==> src/rtl/mult_pkg.sv <==
// Shared types and helpers for the sequential shift-add multiplier.
//   state_t : FSM state encoding (IDLE, RUN, DONE)
//   clog2   : bits needed to hold values 0..value-1 (step counter width uses clog2(WIDTH+1))
package mult_pkg;

    typedef enum logic [1:0] {
        IDLE = 2'd0,
        RUN  = 2'd1,
        DONE = 2'd2
    } state_t;

    // Ceiling log2; constant-evaluable so it can size localparams.
    function automatic int unsigned clog2(input int unsigned value);
        int unsigned r;
        int unsigned v;
        r = 0;
        v = 1;
        while (v < value) begin
            v = v << 1;
            r = r + 1;
        end
        return r;
    endfunction

endpackage

==> src/rtl/pp_step.sv <==
// One shift-add partial-product step (combinational).
//   acc      : current 2*WIDTH accumulator
//   mcand    : multiplicand magnitude
//   mbit     : current multiplier bit
//   step     : step index, aligns the multiplicand
//   acc_next : accumulator after this step
module pp_step #(
    parameter int unsigned WIDTH = 4,
    parameter int unsigned CW    = 3
) (
    input  logic [2*WIDTH-1:0] acc,
    input  logic [WIDTH-1:0]   mcand,
    input  logic               mbit,
    input  logic [CW-1:0]      step,
    output logic [2*WIDTH-1:0] acc_next
);

    localparam int unsigned PW = 2 * WIDTH;

    logic [PW-1:0] addend;

    always_comb begin
        addend   = PW'(mcand) << step;
        acc_next = mbit ? (acc + addend) : acc;
    end

endmodule

==> src/rtl/seq_mult.sv <==
// Sequential WIDTH x WIDTH multiplier, one shift-add step per clock,
// unsigned or two's-complement operands selected at start.
//   clk, reset  : clock, synchronous active-high reset
//   start       : begin a multiply (accepted in IDLE or DONE)
//   signed_mode : 1 = two's complement operands, 0 = unsigned
//   a, b        : multiplicand, multiplier
//   busy        : high while the multiply runs (WIDTH cycles)
//   done        : one-cycle pulse when p is newly valid
//   p           : 2*WIDTH product register
module seq_mult
    import mult_pkg::*;
#(
    parameter int unsigned WIDTH = 4
) (
    input  logic               clk,
    input  logic               reset,
    input  logic               start,
    input  logic               signed_mode,
    input  logic [WIDTH-1:0]   a,
    input  logic [WIDTH-1:0]   b,
    output logic               busy,
    output logic               done,
    output logic [2*WIDTH-1:0] p
);

    localparam int unsigned PW = 2 * WIDTH;
    localparam int unsigned CW = clog2(WIDTH + 1);

    state_t          state;
    state_t          state_next;
    logic            accept_c;
    logic            last_c;
    logic [WIDTH-1:0] a_mag_c;
    logic [WIDTH-1:0] b_mag_c;
    logic [WIDTH-1:0] mcand;
    logic [WIDTH-1:0] mplier;
    logic            neg;
    logic [PW-1:0]   acc;
    logic [PW-1:0]   acc_next_c;
    logic [CW-1:0]   cnt;

    // State register
    always_ff @(posedge clk) begin
        if (reset) begin
            state <= IDLE;
        end else begin
            state <= state_next;
        end
    end

    // Next-state logic
    always_comb begin
        state_next = state;
        accept_c   = 1'b0;
        last_c     = 1'b0;
        case (state)
            IDLE: begin
                if (start) begin
                    accept_c   = 1'b1;
                    state_next = RUN;
                end
            end
            RUN: begin
                if (cnt == CW'(WIDTH - 1)) begin
                    last_c     = 1'b1;
                    state_next = DONE;
                end
            end
            DONE: begin
                if (start) begin
                    accept_c   = 1'b1;
                    state_next = RUN;
                end else begin
                    state_next = IDLE;
                end
            end
            default: state_next = IDLE;
        endcase
    end

    // Operand magnitudes; -2^(WIDTH-1) negates to itself, read as unsigned 2^(WIDTH-1)
    always_comb begin
        a_mag_c = (signed_mode && a[WIDTH-1]) ? -a : a;
        b_mag_c = (signed_mode && b[WIDTH-1]) ? -b : b;
    end

    pp_step #(
        .WIDTH (WIDTH),
        .CW    (CW)
    ) u_pp_step (
        .acc      (acc),
        .mcand    (mcand),
        .mbit     (mplier[0]),
        .step     (cnt),
        .acc_next (acc_next_c)
    );

    // Datapath and registered status outputs
    always_ff @(posedge clk) begin
        if (reset) begin
            busy   <= 1'b0;
            done   <= 1'b0;
            p      <= '0;
            acc    <= '0;
            cnt    <= '0;
            mcand  <= '0;
            mplier <= '0;
            neg    <= 1'b0;
        end else begin
            busy <= (state_next == RUN);
            done <= (state_next == DONE);
            if (accept_c) begin
                mcand  <= a_mag_c;
                mplier <= b_mag_c;
                neg    <= signed_mode & (a[WIDTH-1] ^ b[WIDTH-1]);
                acc    <= '0;
                cnt    <= '0;
            end else if (state == RUN) begin
                acc    <= acc_next_c;
                mplier <= mplier >> 1;
                cnt    <= cnt + CW'(1);
                if (last_c) begin
                    p <= neg ? -acc_next_c : acc_next_c;
                end
            end
        end
    end

endmodule
==> config.mk <==
export PLATFORM = sky130hd
export DESIGN_NAME = seq_mult
export DESIGN_NICKNAME = d
export VERILOG_FILES = /design/src/rtl/mult_pkg.sv /design/src/rtl/pp_step.sv /design/src/rtl/seq_mult.sv
export SDC_FILE = /design/constraint.sdc
export NUM_CORES = 1
export LEC_CHECK = 0
export CORE_UTILIZATION = 47
export DETAILED_ROUTE_END_ITERATION = 10
export PLACE_DENSITY = 0.76
export SLEW_MARGIN = 25
export SYNTH_ARGS = -nofsm -noshare
export SYNTH_HDL_FRONTEND = slang
export SYNTH_SLANG_ARGS = --single-unit
==> constraint.sdc <==
create_clock -name clk -period 2.62 [get_ports clk]
set_input_delay 0.524 -clock clk [delete_from_list [all_inputs] [get_ports clk]]
set_output_delay 0.524 -clock clk [all_outputs]
set_load 0.03 [all_outputs]
Yosys cells after proc, flatten, opt, wreduce, memory -nomap -nowiden:

Cells that the tools add are included.

* bits in registers: 32

* equality and inequality tests: 5
* reduce and logical (&&, ||, !) cells: 7
* $add $sub $neg: 5
* bitwise operators: 3
* shift-type cells: 1
* multiplexer cells: 14

Operator list (count)
* 4-bit two-way mux: 4
* 8-bit two-way mux: 2
* 8-bit adder: 1
* 4-bit negation: 2
* 8-bit negation: 1
* 4-bit by 3-bit << shifter with 8-bit output: 1
* 2-bit one-hot mux with 3 select lines: 1
* 1-bit two-way mux: 5
* 2-bit by 1-bit equality test with 1-bit output, second input constant: 2
* 2-bit equality test, second input constant: 2
* 2-bit two-way mux: 2
* 2-bit OR reduction: 2
* 3-bit by 1-bit adder with 3-bit output, second input constant: 1
* 3-bit by 2-bit equality test with 1-bit output, second input constant: 1
* 3-bit AND reduction: 1
* 1-bit logical AND: 2
* 2-bit logical NOT: 1
* 2-bit nonzero test: 1
* 1-bit AND: 1
* 1-bit NOT: 1
* 1-bit XOR: 1

Depth between registers and ports, before layout:

* word-level depth: 5
* depth in mapped cells: 12

Hierarchy:

A second synthesis with hierarchy kept.

* cell total of the unflattened synthesis: 248
* area, all modules: 2062.0 um^2

Modules (own cells, without submodules)
* seq_mult: area each 1490.2 um^2, times used 1, cells an instance 177
* pp_step: area each 571.8 um^2, times used 1, cells an instance 71

Least setup slack after synthesis:

OpenSTA, ideal clock, no wires.

* kind: flip-flop to flip-flop
* start point: register cnt[0]
* end point: register p[7]
* buffers on the path: 1
* stages on the path, launching flop included: 11
* setup slack: -0.205 ns
* data arrival time: 2.695 ns
* required time: 2.490 ns
* period minus slack after synthesis: 2.825 ns
* cells stage by stage: dfxtp_1 -> buf_6 -> mux4_2 -> and2_1 -> ha_1 -> o211ai_1 -> nor3_1 -> or4_4 -> and3_4 -> o2111ai_1 -> nand4_1

* longest elaborated chain between the ends: 5

Ends and longest elaborated chain
* start, declared: RTL line seq_mult.sv:40 `logic [CW-1:0] cnt;`
* start signal, assigned: RTL line seq_mult.sv:121 `cnt <= cnt + CW'(1);`
* 4-bit by 3-bit << shifter with 8-bit output: RTL line pp_step.sv:23 `addend = PW'(mcand) << step;`
* 8-bit adder: RTL line pp_step.sv:24 `acc_next = mbit ? (acc + addend) : acc;`
* 8-bit two-way mux: RTL line pp_step.sv:24
* 8-bit negation: RTL line seq_mult.sv:123 `p <= neg ? -acc_next_c : acc_next_c;`
* 8-bit two-way mux: RTL line seq_mult.sv:123
* end signal, assigned: RTL line seq_mult.sv:123
* end, declared: RTL line seq_mult.sv:23 `output logic [2*WIDTH-1:0] p`

Parallel ways exist; a longest one is shown, timed or not.
A chain may end at the register's enable or synchronous reset.

Final worst setup path:

Same ends and word-level chain as after synthesis.

==> results_dict.tcl <==
set metrics [dict create \
    synth_nets 273 \
    cts_buffers 5 \
    yosys_warnings 0 \
    crit_path_start_kind "flop" \
    synth_edf_count 0 \
    fin_crit_ns 2.71 \
    ys.flop_type "dfxtp_1" \
    clkLatencyLatePin_ns 0.29 \
    slowest_delay_ns 0.50 \
    cts_tree "yes" \
    place_hpwl_mm 3.74 \
    slowest_stage "or4_4" \
    syn_to_final_growth_pct 35.6 \
    fin_nets 323 \
    yosysSeqAreaShare 0.311 \
    cp_data_required_time_ns 2.79 \
    antenna_cells 0 \
    synthArstFlopShare 0 \
    port_buffers 21 \
    synth_area_leader_cell "dfxtp_1" \
    wl_per_cell_um 14.9 \
    first_pass_iters 4 \
    violations "setup timing" \
    rows 23 \
    layout-drive-gt1-share 0.262 \
    die_h_um 68.2 \
    finalClockSkew_ns 0.00209 \
    crit_arrival_ns 2.88 \
    coreArea_mm2 0.00412 \
    crit_top_cell "buf_4" \
    root_buffer "clkbuf_8" \
    grt_use_total 0.249 \
    setup_viol 4 \
    tns_ns -0.202 \
    min_to "p[1]" \
    grt_overflow 0 \
    clk_pin_slew_worst_paths_ns 0.06 \
    crit_path_cell_trace "buf_4, mux2i_2, buf_4, o22ai_1, ha_1, nand2_1, o21ai_1, or4_4, and3_4, o2111ai_1, nand4_1" \
    ant_nets 0 \
    r2r-end "p[7]" \
    drtIter0Drc 105 \
    gp_congestion 0.876 \
    rsz0062_at_grt "yes" \
    fmax_ghz 0.369 \
    p_leak_uw 0.00106 \
    reg2reg_depth 11 \
    tightestPinTransition_ns 0.429 \
    endpoint_kind "flop" \
    synthCells 248 \
    hold_path.startpoint "p[1]" \
    cts_sinks 32 \
    synth_cell_types 52 \
    antenna_found_initial 0 \
    routed_wl_mm 5.19 \
    postLayoutCoreUtil 0.679 \
    status "finished, violations left" \
    syn_avg_cell_area_um2 8.31 \
    min_path_cells 2 \
    via_per_inst 5.72 \
    die_w_um 68.2 \
    htree_num_levels 2 \
    num_io_pins 22 \
    synth_top_area_frac 0.311 \
    grt_max_degree 22 \
    ir_drop_v 0.000416 \
    hold_buffers 0 \
    p_per_area_mw_per_mm2 448 \
    synth_area_leaders "dfxtp_1, ha_1, a211oi_1" \
    cp_top_family "simple AND/OR/NAND/NOR gates" \
    start_util 0.501 \
    rrSetupSlack_ns -0.09 \
    rr_startpoint "cnt[0]" \
    die-area_mm2 0.00465 \
    worst_slack_ns -0.0880 \
    total_power_uw 1250 \
    synthesis.area_mm2 0.00206 \
    drv_slew 0 \
    fin_crit_sh 1.03 \
    critical_path.max_fanout 5 \
    slew_headroom 0.714 \
    vias 1990 \
    max-cap-violations 0 \
    crit_buf_inv 2 \
    place_ws_ns -0.194 \
    synth-seq-cells 32 \
    hold_viol_final 0 \
    clock_path_buffers 2 \
    grt_pass1_vias 1881 \
    min_path_type "reg -> reg" \
    crit_type "reg -> reg" \
    nFillCells 330 \
    drc 0 \
    grt_pass1_wl_mm 8.54 \
]
## stage by stage
stage,std cells,cell area [um^2],hold WS (ns)
5_1_grt,348,2800,0.497
3_5_place_dp,339,2560,0.445
3_3_place_gp,339,2560,0.443
2_1_floorplan,248,2100,0.454
6_report,348,2800,0.462
4_1_cts,348,2750,0.461
## what timing repair did
action                                  CTS  global route
resized for setup                        19             7
setup buffers                             2             0
pin swaps                                 8             6
endpoints found under the setup margin    6             6
## synthesized netlist by cell type, drive strengths merged, types with 5 or more instances
master and number:
dfxtp 32, nor2 26, nand2 23, a211oi 18
a21oi 16, ha 12, inv 9, mux2i 9
clkbuf 8, nor3 8, nand2b 7, nand3b 6
o21ai 6, and2 5, buf 5, nand3 5
## layout make-up
cell class / instances / area, um^2 / share of cell area
timing repair buffer: 56 / 473 / 0.169
multi-input combinational: 194 / 1490 / 0.532
tap: 50 / 62.6 / 0.0224
clock buffer: 7 / 96.3 / 0.0345
sequential: 32 / 643 / 0.230
inverter: 9 / 33.8 / 0.0121
## how the worst max path moves through the flow
stage,from,to,slack [ns],cells past startpoint
finish,cnt[0],p[7],-0.09,11
global placement,cnt[0],p[7],-0.12,11
CTS,cnt[0],p[7],-0.08,11
global route,cnt[0],p[7],-0.21,11
detailed placement,cnt[0],p[7],-0.19,11
floorplan,cnt[0],p[7],-0.02,10
## registers in the layout (all words and copies together) (netlist names)
signal  count
neg         1
state       2
p           8
cnt         3
done        1
mcand       4
busy        1
mplier      4
acc         8
## tightest hold or removal path: cells and delay by family, from the launching register on
kind	cells	cell delay, ns
compound gates	1	0.05
flops	1	0.31
simple gates	1	0.05
## cells in the final DEF (no fill, tap or decap), drive strengths merged, types with 3 or more instances in the layout
cell type      instances
and2                   5
nor3                   8
o31ai                  4
clkbuf                 7
xor2                   3
nand3                  5
o21ai                  6
inv                    9
a21oi                 16
a311oi                 3
nand2                 23
o211ai                 4
dfxtp                 32
buf                   35
nand2b                 7
a211oi                18
nand3b                 6
clkdlybuf4s50         21
nor2                  26
ha                    12
mux2i                  9
xnor2                  4
nor2b                  3
and3                   4
o22ai                  3
## report_power, final
group	switching, uW	internal [uW]
combinational	160	155
clock	175	234
sequential	20.9	509
total	356	897
## kinds of logic after synthesis
group	share of synthesized area
xor gates and xnor gates	0.0298
and+or+nand+nor	0.245
adders and majority gates	0.0826
muxes	0.0656
AOI/OAI and AO/OA	0.221
DFF	0.311
buffers and inverters	0.0455
## routing by layer
layer / routed length (um) / track usage
met1: 2460 / 0.317
met2: 2500 / 0.422
met3: 160 / 0.0467
met4: 61 / 0.0755
met5: 0 / 0
No activity file was read; power rests on OpenSTA's default activity.
